[src/rtl/jtopl_eg_env.sv]
// Time-multiplexed ADSR envelope generator: one slot per cen, attenuation 0 = loudest.
// Latency: 1 clk from a cen=1 cycle to eg_pure_out/eg_slot/eg_valid.
// No backpressure: cen paces the slot walk; outputs are a 1-cycle strobe per processed slot.
module jtopl_eg_env #(
  parameter int NUM_SLOTS = 18,
  parameter int SLOT_W    = 5,
  parameter int CNT_W     = 15
) (
  input  logic              clk,
  input  logic              rst_n,
  input  logic              cen,
  output logic [SLOT_W-1:0] slot,
  input  logic              keyon,
  input  logic [3:0]        ar,
  input  logic [3:0]        dr,
  input  logic [3:0]        rr,
  input  logic [3:0]        sl,
  input  logic              eg_type,
  input  logic              ksr,
  input  logic [3:0]        keycode,
  output logic [9:0]        eg_pure_out,
  output logic [SLOT_W-1:0] eg_slot,
  output logic              eg_valid
);

  typedef enum logic [1:0] {
    ST_ATTACK  = 2'd0,
    ST_DECAY   = 2'd1,
    ST_SUSTAIN = 2'd2,
    ST_RELEASE = 2'd3
  } eg_state_t;

  // Per-slot envelope context, addressed by the running slot index
  eg_state_t            state_q [NUM_SLOTS];
  logic [9:0]           attn_q  [NUM_SLOTS];
  logic [NUM_SLOTS-1:0] prev_keyon_q;
  logic [CNT_W-1:0]     eg_cnt;

  // Combinational view of the slot currently on the bus
  eg_state_t        cur_state;
  eg_state_t        eff_state;
  eg_state_t        next_state;
  logic [9:0]       cur_attn;
  logic [9:0]       next_attn;
  logic [9:0]       attack_attn;
  logic [9:0]       add_attn;
  logic [9:0]       stepped_attn;
  logic [9:0]       sl_att;
  logic             cur_pk;
  logic             key_on_edge;
  logic             key_off_edge;
  logic [3:0]       rate_reg;
  logic [3:0]       kc_add;
  logic [6:0]       rate_sum;
  logic [5:0]       rate;
  logic [3:0]       rh;
  logic [3:0]       sh;
  logic [CNT_W-1:0] cnt_mask;
  logic             step;
  logic [4:0]       inc;
  logic [11:0]      dec;
  logic [11:0]      attn_ext;
  logic [10:0]      attn_sum;
  logic             last_slot;

  assign last_slot = (slot == SLOT_W'(NUM_SLOTS - 1));

  // Rate, step and attenuation arithmetic for the current slot
  always_comb begin
    cur_state    = state_q[slot];
    cur_attn     = attn_q[slot];
    cur_pk       = prev_keyon_q[slot];
    key_on_edge  = keyon & ~cur_pk;
    key_off_edge = ~keyon & cur_pk;

    // A fresh key-on evaluates its step with the attack rate straight away
    eff_state = key_on_edge ? ST_ATTACK : cur_state;

    rate_reg = 4'd0;
    case (eff_state)
      ST_ATTACK:  rate_reg = ar;
      ST_DECAY:   rate_reg = dr;
      ST_SUSTAIN: rate_reg = eg_type ? 4'd0 : rr;
      ST_RELEASE: rate_reg = rr;
      default:    rate_reg = 4'd0;
    endcase

    kc_add   = ksr ? keycode : {2'b00, keycode[3:2]};
    rate_sum = {1'b0, rate_reg, 2'b00} + {3'b000, kc_add};
    if (rate_reg == 4'd0) begin
      rate = 6'd0;
    end else if (rate_sum > 7'd63) begin
      rate = 6'd63;
    end else begin
      rate = rate_sum[5:0];
    end

    // Slow rates step on a power-of-two frame period; fast rates step every frame with a larger increment
    rh       = rate[5:2];
    sh       = 4'd11 - rh;
    cnt_mask = (CNT_W'(1) << sh) - CNT_W'(1);
    if (rate == 6'd0) begin
      step = 1'b0;
    end else if (rh >= 4'd12) begin
      step = 1'b1;
    end else begin
      step = ((eg_cnt & cnt_mask) == '0);
    end
    inc = (rh >= 4'd12) ? (5'd1 << (rh - 4'd11)) : 5'd1;

    // Attack is exponential towards 0, other phases are linear towards 3FF
    dec         = ({5'd0, cur_attn[9:3]} + 12'd1) * {7'd0, inc};
    attn_ext    = {2'b00, cur_attn};
    attack_attn = (dec >= attn_ext) ? 10'd0 : (cur_attn - dec[9:0]);
    attn_sum    = {1'b0, cur_attn} + {6'd0, inc};
    add_attn    = attn_sum[10] ? 10'h3FF : attn_sum[9:0];

    stepped_attn = (eff_state == ST_ATTACK) ? attack_attn : add_attn;
    sl_att       = (sl == 4'd15) ? 10'h3E0 : {1'b0, sl, 5'b0};
  end

  // Next-state and next-attenuation selection, key events take priority
  always_comb begin
    next_state = cur_state;
    next_attn  = cur_attn;
    if (key_on_edge) begin
      next_state = ST_ATTACK;
      if (rate >= 6'd60) begin
        next_attn  = 10'd0;
        next_state = ST_DECAY;
      end else if (step) begin
        next_attn = stepped_attn;
      end
    end else if (key_off_edge) begin
      // Release starts from the level held at key-off; no step this cycle
      next_state = ST_RELEASE;
    end else begin
      if (step) begin
        next_attn = stepped_attn;
      end
      if (cur_state == ST_ATTACK && next_attn == 10'd0) begin
        next_state = ST_DECAY;
      end else if (cur_state == ST_DECAY && next_attn >= sl_att) begin
        next_state = ST_SUSTAIN;
      end
    end
  end

  // Per-slot state, attenuation and key-on history registers
  always_ff @(posedge clk or negedge rst_n) begin
    if (!rst_n) begin
      for (int i = 0; i < NUM_SLOTS; i++) begin
        state_q[i] <= ST_RELEASE;
        attn_q[i]  <= 10'h3FF;
      end
      prev_keyon_q <= '0;
    end else if (cen) begin
      state_q[slot]      <= next_state;
      attn_q[slot]       <= next_attn;
      prev_keyon_q[slot] <= keyon;
    end
  end

  // Slot walk, frame counter and output strobe
  always_ff @(posedge clk or negedge rst_n) begin
    if (!rst_n) begin
      slot        <= '0;
      eg_cnt      <= '0;
      eg_pure_out <= 10'h3FF;
      eg_slot     <= '0;
      eg_valid    <= 1'b0;
    end else begin
      eg_valid <= 1'b0;
      if (cen) begin
        slot        <= last_slot ? '0 : slot + 1'b1;
        if (last_slot) begin
          eg_cnt <= eg_cnt + 1'b1;
        end
        eg_pure_out <= next_attn;
        eg_slot     <= slot;
        eg_valid    <= 1'b1;
      end
    end
  end

endmodule

[config.mk]
export PLATFORM = sky130hd
export DESIGN_NAME = jtopl_eg_env
export DESIGN_NICKNAME = d
export VERILOG_FILES = /design/src/rtl/jtopl_eg_env.sv
export SDC_FILE = /design/constraint.sdc
export NUM_CORES = 1
export LEC_CHECK = 0
export ABC_AREA = 1
export CORE_MARGIN = 1
export CORE_UTILIZATION = 55
export CTS_CLUSTER_DIAMETER = 100
export DETAILED_ROUTE_END_ITERATION = 8
export PLACE_DENSITY_LB_ADDON = 0.12
export SYNTH_ARGS = -nofsm -noshare
export SYNTH_HDL_FRONTEND = slang
export SYNTH_SLANG_ARGS = --single-unit
[constraint.sdc]
create_clock -name clk -period 9.1 [get_ports clk]
set_input_delay 1.82 -clock clk [delete_from_list [all_inputs] [get_ports clk]]
set_output_delay 1.82 -clock clk [all_outputs]
set_load 0.1 [all_outputs]
==> metrics.md, run 1 <==
| Metric | Value |
|---|---|
| Htree depth | 1 |
| CP max-delay cell | fa_1 |
| Io pins | 47 |
| Period utilisation layout | 99.3% |
| CTS sink cnt | 270 |
| Clk root buf | clkbuf_16 |
| Worst skew pair latency | 0.58 ns |
| GPL Wtd Cong | 0.910 |
| First-pass GRT wire length | between 70000 and 80000 µm |
| Clock transition at path regs | 0.07 ns |
| Post-synth top flop | dfstp_2 |
| Worst reg2reg setup slack | 0.07 ns |
| CP startpoint | slot[0]$_DFFE_PN0P_ |
| Status | finished clean |
| Async S/R FF share, synth | 100% |
| Pins Over Slew Limit | 0 |
| Die height | 175 µm |
| Grt ovf | 0 |
| Routed WL | 48400 µm |
| Worst Path Max Fanout | 8 |
| Vias in the first global route | 14200 |
| R2r endpoint | state_q[27]$_DFFE_PN1P_ |
| Finished layout cell area | a little over 20000 µm² |
| Synth warn | 0 |
| Min-Delay Path Depth | 2 |
| Tightest Pin Transition | 1.33 ns |
| Critical Path RT | about 9.6 ns |
| Drt pass-1 iters | 5 |
| Core Area | 29000 µm² |
| Final Hold Fails | 0 |
| Syn avg cell area | approximately 8 µm² |
| Rel. slew slack | 11.3% |
| HP Class | register to register |
| Sequential-to-total area share from yosys stat | a little over two fifths |
| Final #Nets | about 2400 |
| Worst Setup EP | state_q[27]$_DFFE_PN1P_ |
| Drt via density | 5.56 |
| Post-route ant nets | 0 |
| Mean routed wirelength per cell | 18.1 µm |
| RSZ-0062 raised after global routing | yes |
| Netlist cell types | 58 |
| GRT Total Usage | 30.9% |
| PortBufs | 46 |
| Commonest cells after routing, fill and taps aside | nand2_1, o21ai_0, dfstp_2 |
| Initial DRC count | 1387 |
| Setup violations, final | 0 |
| #FFs+latches synth | 270 |
| Area grow syn2layout | 24.0% |
| Most common cell after layout, fill and taps aside | nand2_1 |
| Mapped Area | ~16000 µm² |
| Synth area leader | dfstp_2 |
| Synth area leaders | dfstp_2, nand2_1, o21ai_0, dfrtp_1, ha_1 |
| Routed via count | 14900 |
| # rows | 62 |
| Full die area | 30600 µm² |
| Max Root-Sink Buffers | 3 |
| Worst setup path class | register to register |
| HPWL Detailed | 33300 µm |
| Fmax | 111 MHz |
| Worst r2r src | slot[0]$_DFFE_PN0P_ |
| Die X | 175 µm |
| Fraction of layout cells with a size suffix above 1 | 29.2% |
| CTS Buf Count | 29 |
| Post-Syn Nets | 2208 |
| Critical path launch point type | register |
| Placed cell area | 18500 µm² |
| Synth top area share | 36.2% |
| Mapped Cells | 2096 |
| ANT cells | 0 |
| CTS tree | yes |
| Setup Skew | 0.0238 ns |
| Max-cap violation count | 0 |
| Crit path DAT | 9.52 ns |
| Period minus WS final | approximately 9 ns |
| # DRC | 0 |
| Initial antenna violation count | 0 |
| Fill cell count | about 2300 |
| Critical Path Max Stage Delay | 0.57 ns |
| Post-synth EDFFs | 0 |
| Initial cell density of the core | 56.6% |
| Pin count of the biggest net entering global routing | ~150 |
| Critical Path End Type | register |
| R2R depth | 57 |
| Hold_buf cts | 0 |
what timing repair did:
item | 4_1_cts | 5_1_grt
pin swaps | 22 | 81
resized for setup | 10 | 123
endpoints found under the setup margin | 47 | 90
gates cloned | 2 | 7
buffers inserted | 4 | 27
endpoints found under the hold margin | 0 | 0
cell type report:
class | instances | area, µm² | share of cell area [%]
tap | 384 | 480 | 2.36
inverter | 230 | 876 | 4.30
timing repair buffer | 239 | 2280 | 11.2
multi-input combinational | 1504 | 8790 | 43.1
sequential | 270 | 7050 | 34.6
clock buffer | 46 | 830 | 4.07
clock inverter | 5 | 65.1 | 0.320
through the flow:
| stage | hold WS [ns] | worst slack [ns] | utilization, % | TNS [ns] | instances |
|---|---|---|---|---|---|
| after CTS | 0.466 | 0.00635 | 67.1 | 0 | 2644 |
| after global routing | 0.469 | -0.276 | 70.2 | -8.00 | 2678 |
| after detailed placement | 0.455 | -1.05 | 63.7 | -107.15 | 2587 |
| final | 0.464 | 0.0674 | 70.2 | 0 | 2678 |
| after global placement | 0.451 | -0.848 | 63.7 | -67.32 | 2587 |
| after floorplan | 0.442 | -0.105 | - | -1.60 | 2096 |
worst min-delay path by stage:
stage	startpoint	end	slack (ns)
finish	state_q[10]$_DFFE_PN1P_	state_q[10]$_DFFE_PN1P_	0.46
global placement	state_q[30]$_DFFE_PN1P_	state_q[30]$_DFFE_PN1P_	0.45
global route	state_q[10]$_DFFE_PN1P_	state_q[10]$_DFFE_PN1P_	0.47
floorplan	eg_cnt[14]$_DFFE_PN0P_	eg_cnt[14]$_DFFE_PN0P_	0.44
CTS	attn_q[130]$_DFFE_PN1P_	attn_q[130]$_DFFE_PN1P_	0.47
detailed placement	attn_q[130]$_DFFE_PN1P_	attn_q[130]$_DFFE_PN1P_	0.46
logic make-up (layout without fill, tap and decap cells):
logic type	after synthesis	count (layout)	synth area share [%]
and+or+nand+nor	889	892	23.8
AOI/OAI and AO/OA	484	484	15.8
buffers and inverters	325	520	7.81
DFF	270	270	42.9
adders and majority gates	86	86	7.46
xor gates and xnor gates	39	39	2.08
muxes	3	3	0.190
state kept, by name, indices dropped and copies added (netlist names):
name          cells
attn_q          180
eg_valid          1
slot              5
eg_cnt           15
state_q          36
eg_slot           5
eg_pure_out      10
prev_keyon_q     18
synthesized netlist by cell type, drive strengths merged, types with 12 or more instances:
master and instances:
a21oi 120, buf 38, clkbuf 57, clkinv 12, dfrtp 44, dfstp 226, fa 20, ha 66
inv 218, nand2 549, nand3 114, nand4 18, nor2 180, o21ai 314, o22ai 26, xor2 28
routing by layer:
layer | up-vias | track usage (%) | share of wire, %
met2 | 525 | 50.8 | 47
met3 | 113 | 4.42 | 6.5
met5 | - | 0 | 0
met1 | 7110 | 42.0 | 43
li1 | 7142 | - | -
met4 | 0 | 10.0 | 3.4
critical path, delay by kind of cell (launching register included):
kind | cells | cell delay, ns
fa+ha+maj | 9 | 3.06
simple gates | 26 | 2.37
compound gates | 10 | 1.54
buf+inv | 11 | 1.15
flops | 1 | 0.53
xor+xnor | 1 | 0.27
Power of run 1 is not shown: default switching activity piles up to over one toggle a cycle in this logic, so the estimate is an artifact.
==> run 2, diff against run 1 <==
--- a/config.mk
+++ b/config.mk
@@ -6,8 +6,10 @@
 export NUM_CORES = 1
 export LEC_CHECK = 0
 export ABC_AREA = 1
+export CORE_ASPECT_RATIO = 0.6
 export CORE_MARGIN = 1
 export CORE_UTILIZATION = 55
+export CTS_BUF_LIST = sky130_fd_sc_hd__clkbuf_2
 export CTS_CLUSTER_DIAMETER = 100
 export DETAILED_ROUTE_END_ITERATION = 8
 export PLACE_DENSITY_LB_ADDON = 0.12
==> run 2 against run 1 <==
Compared with the run above:
- via count is 3.0% higher
- sequential share of layout area is 0.95 points higher
- routed wire length is 2.6% higher
- design area is 2.7% lower
- sequential cell count stayed put
- register-to-register slack worse by 0.05 ns
- highest routed layer is now met5
==> metrics.md, run 2 (synthesized netlist as in run 1, its figures left out) <==
| Metric | Value |
|---|---|
| Multi-input gate area | 8690 µm² (-1.1%) |
| Max Root-Sink Buffers | 3 (unchanged) |
| # DRC | 0 (unchanged) |
| Initial antenna violation count | 1 (+1) |
| CTS tree | yes |
| Worst Path Max Fanout | 12 (+4) |
| Largest register by flop count | attn_q |
| HPWL Detailed | 33900 µm (+2.0%) |
| Final #Nets | 2411 (+1.0%) |
| Critical path launch point type | register |
| CTS sink cnt | 270 (unchanged) |
| CTS Buf Count | 61 (+110%) |
| Critical Path End Type | register |
| Status | finished clean |
| Initial cell density of the core | 56.5% (-0.11 points) |
| Placed insts | 2599 (+0.46%) |
| Final Hold Fails | 0 (unchanged) |
| Pins Over Slew Limit | 0 (unchanged) |
| Area grow syn2layout | 20.6% |
| # rows | 48 (-23%) |
| Rel. slew slack | 24.7% (+13 points) |
| Clk root buf | clkbuf_2 |
| Cell mode on critical path | a21oi_2 |
| Crit path DAT | 9.96 ns (+0.44 ns) |
| Commonest cells after routing, fill and taps aside | nand2_1, o21ai_0, dfstp_2 |
| Setup Skew | 0.0745 ns (+0.0507 ns) |
| Drt pass-1 iters | 6 (+1) |
| Max reg flops | 180 (unchanged) |
| Setup violations, final | 0 (unchanged) |
| Routed WL | 49700 µm (+2.6%) |
| GPL Wtd Cong | 0.921 (+1.1%) |
| HP Class | register to register |
| Routed via count | 15300 (+3.0%) |
| Tightest Pin Transition | 1.12 ns (-0.205 ns) |
| Full die area | 30600 µm² (about the same) |
| Max-cap violation count | 0 (unchanged) |
| Post-route ant nets | 0 (unchanged) |
| Clock transition at path regs | 0.13 ns (+0.06 ns) |
| Register Area | 7040 µm² (about the same) |
| Worst skew pair latency | 0.98 ns (+0.40 ns) |
| Grt ovf | 0 (unchanged) |
| Regs by FF count | attn_q (180), state_q (36), prev_keyon_q (18) |
| Die X | 225 µm (+29%) |
| Critical Path RT | 9.98 ns (+0.39 ns) |
| Vias in the first global route | 14000 (-1.6%) |
| Period utilisation layout | 99.8% (+0.55 points) |
| Die height | 136 µm (-22%) |
| CP max-delay cell | fa_1 |
| RSZ-0062 raised after global routing | yes |
| Pin count of the biggest net entering global routing | 159 (+3.9%) |
| Fmax | 110 MHz (-0.55%) |
| Mean routed wirelength per cell | 18.1 µm (about the same) |
| Worst setup path class | register to register |
| PortBufs | 46 (unchanged) |
| GRT Total Usage | 32.1% (+1.3 points) |
| Io pins | 47 (unchanged) |
| Drt via density | 5.58 (+0.40%) |
| Fill cell count | 2430 (+7.6%) |
| Critical Path Max Stage Delay | 0.57 ns (about the same) |
| Post-route insts no fill | 2747 (+2.6%) |
| Most common cell after layout, fill and taps aside | nand2_1 |
| Fraction of layout cells with a size suffix above 1 | 30.3% (+1.1 points) |
| Post-layout util | 68.2% (-2.0 points) |
| Htree depth | 2 (+1) |
| Period minus WS final | 9.08 ns (+0.0497 ns) |
| Initial DRC count | 1836 (+32%) |
| First-pass GRT wire length | 76600 µm (+1.6%) |
| Hold_buf cts | 0 (unchanged) |
| Core Area | 29100 µm² (+0.19%) |
[run 2: what timing repair did]
item	CTS	global route
gates cloned	3	6
gates resized for setup	24	95
buffers inserted	2	26
setup endpoints to repair	36	81
pin swaps	7	58
[run 2: final cells by class]
type | count | share of cell area (%)
clock buffer | 98 | 2.48
timing repair buffer | 232 | 10.9
inverter | 230 | 4.47
multi-input combinational | 1504 | 43.8
clock inverter | 12 | 0.253
sequential | 270 | 35.6
tap | 400 | 2.53
antenna | 1 | 0.0126
[run 2: layer usage]
metal  global-route usage, %  wire length, µm  up-vias
li1                        -                -     7251
met4                    7.14              904        2
met3                    7.78             5430       92
met5                       0               15        -
met2                    43.6            20000      740
met1                    50.7            23400     7250
[run 2: per-stage QoR]
| stage | setup TNS (ns) | hold slack (ns) | setup slack [ns] | cell area (µm²) |
|---|---|---|---|---|
| floorplan | -1.60 | 0.442 | -0.105 | 16600 |
| global placement | -109.41 | 0.451 | -1.10 | 18400 |
| detailed placement | -165.31 | 0.455 | -1.40 | 18400 |
| CTS | 0 | 0.471 | 0.0240 | 19100 |
| global route | -12.50 | 0.484 | -0.421 | 19800 |
| finish | 0 | 0.470 | 0.0177 | 19800 |
[run 2: critical path: cells and delay by family, from the launching register on]
kind,cells,cell delay (ns)
AO/OA/AOI/OAI,12,1.56
XOR/XNOR,1,0.16
adder cells (fa/ha/maj),9,3.10
buffers and inverters,11,1.13
flip-flops,1,0.53
AND/OR/NAND/NOR,27,2.56
[run 2: final timing paths]
kind	endpoint	cells after the start	slack, ns	start
worst max-delay path	state_q[13]$_DFFE_PN1P_	60	0.02	slot[0]$_DFFE_PN0P_
worst min-delay path	attn_q[173]$_DFFE_PN1P_	2	0.47	attn_q[173]$_DFFE_PN1P_
worst max register to register	state_q[13]$_DFFE_PN1P_	60	0.02	slot[0]$_DFFE_PN0P_
worst min register to register	attn_q[173]$_DFFE_PN1P_	2	0.47	attn_q[173]$_DFFE_PN1P_
max in group asynchronous	attn_q[135]$_DFFE_PN1P_	2	6.79	rst_n
min in group asynchronous	eg_valid$_DFF_PN0_	1	0.93	rst_n
Power of run 2 is left out for the same reason.
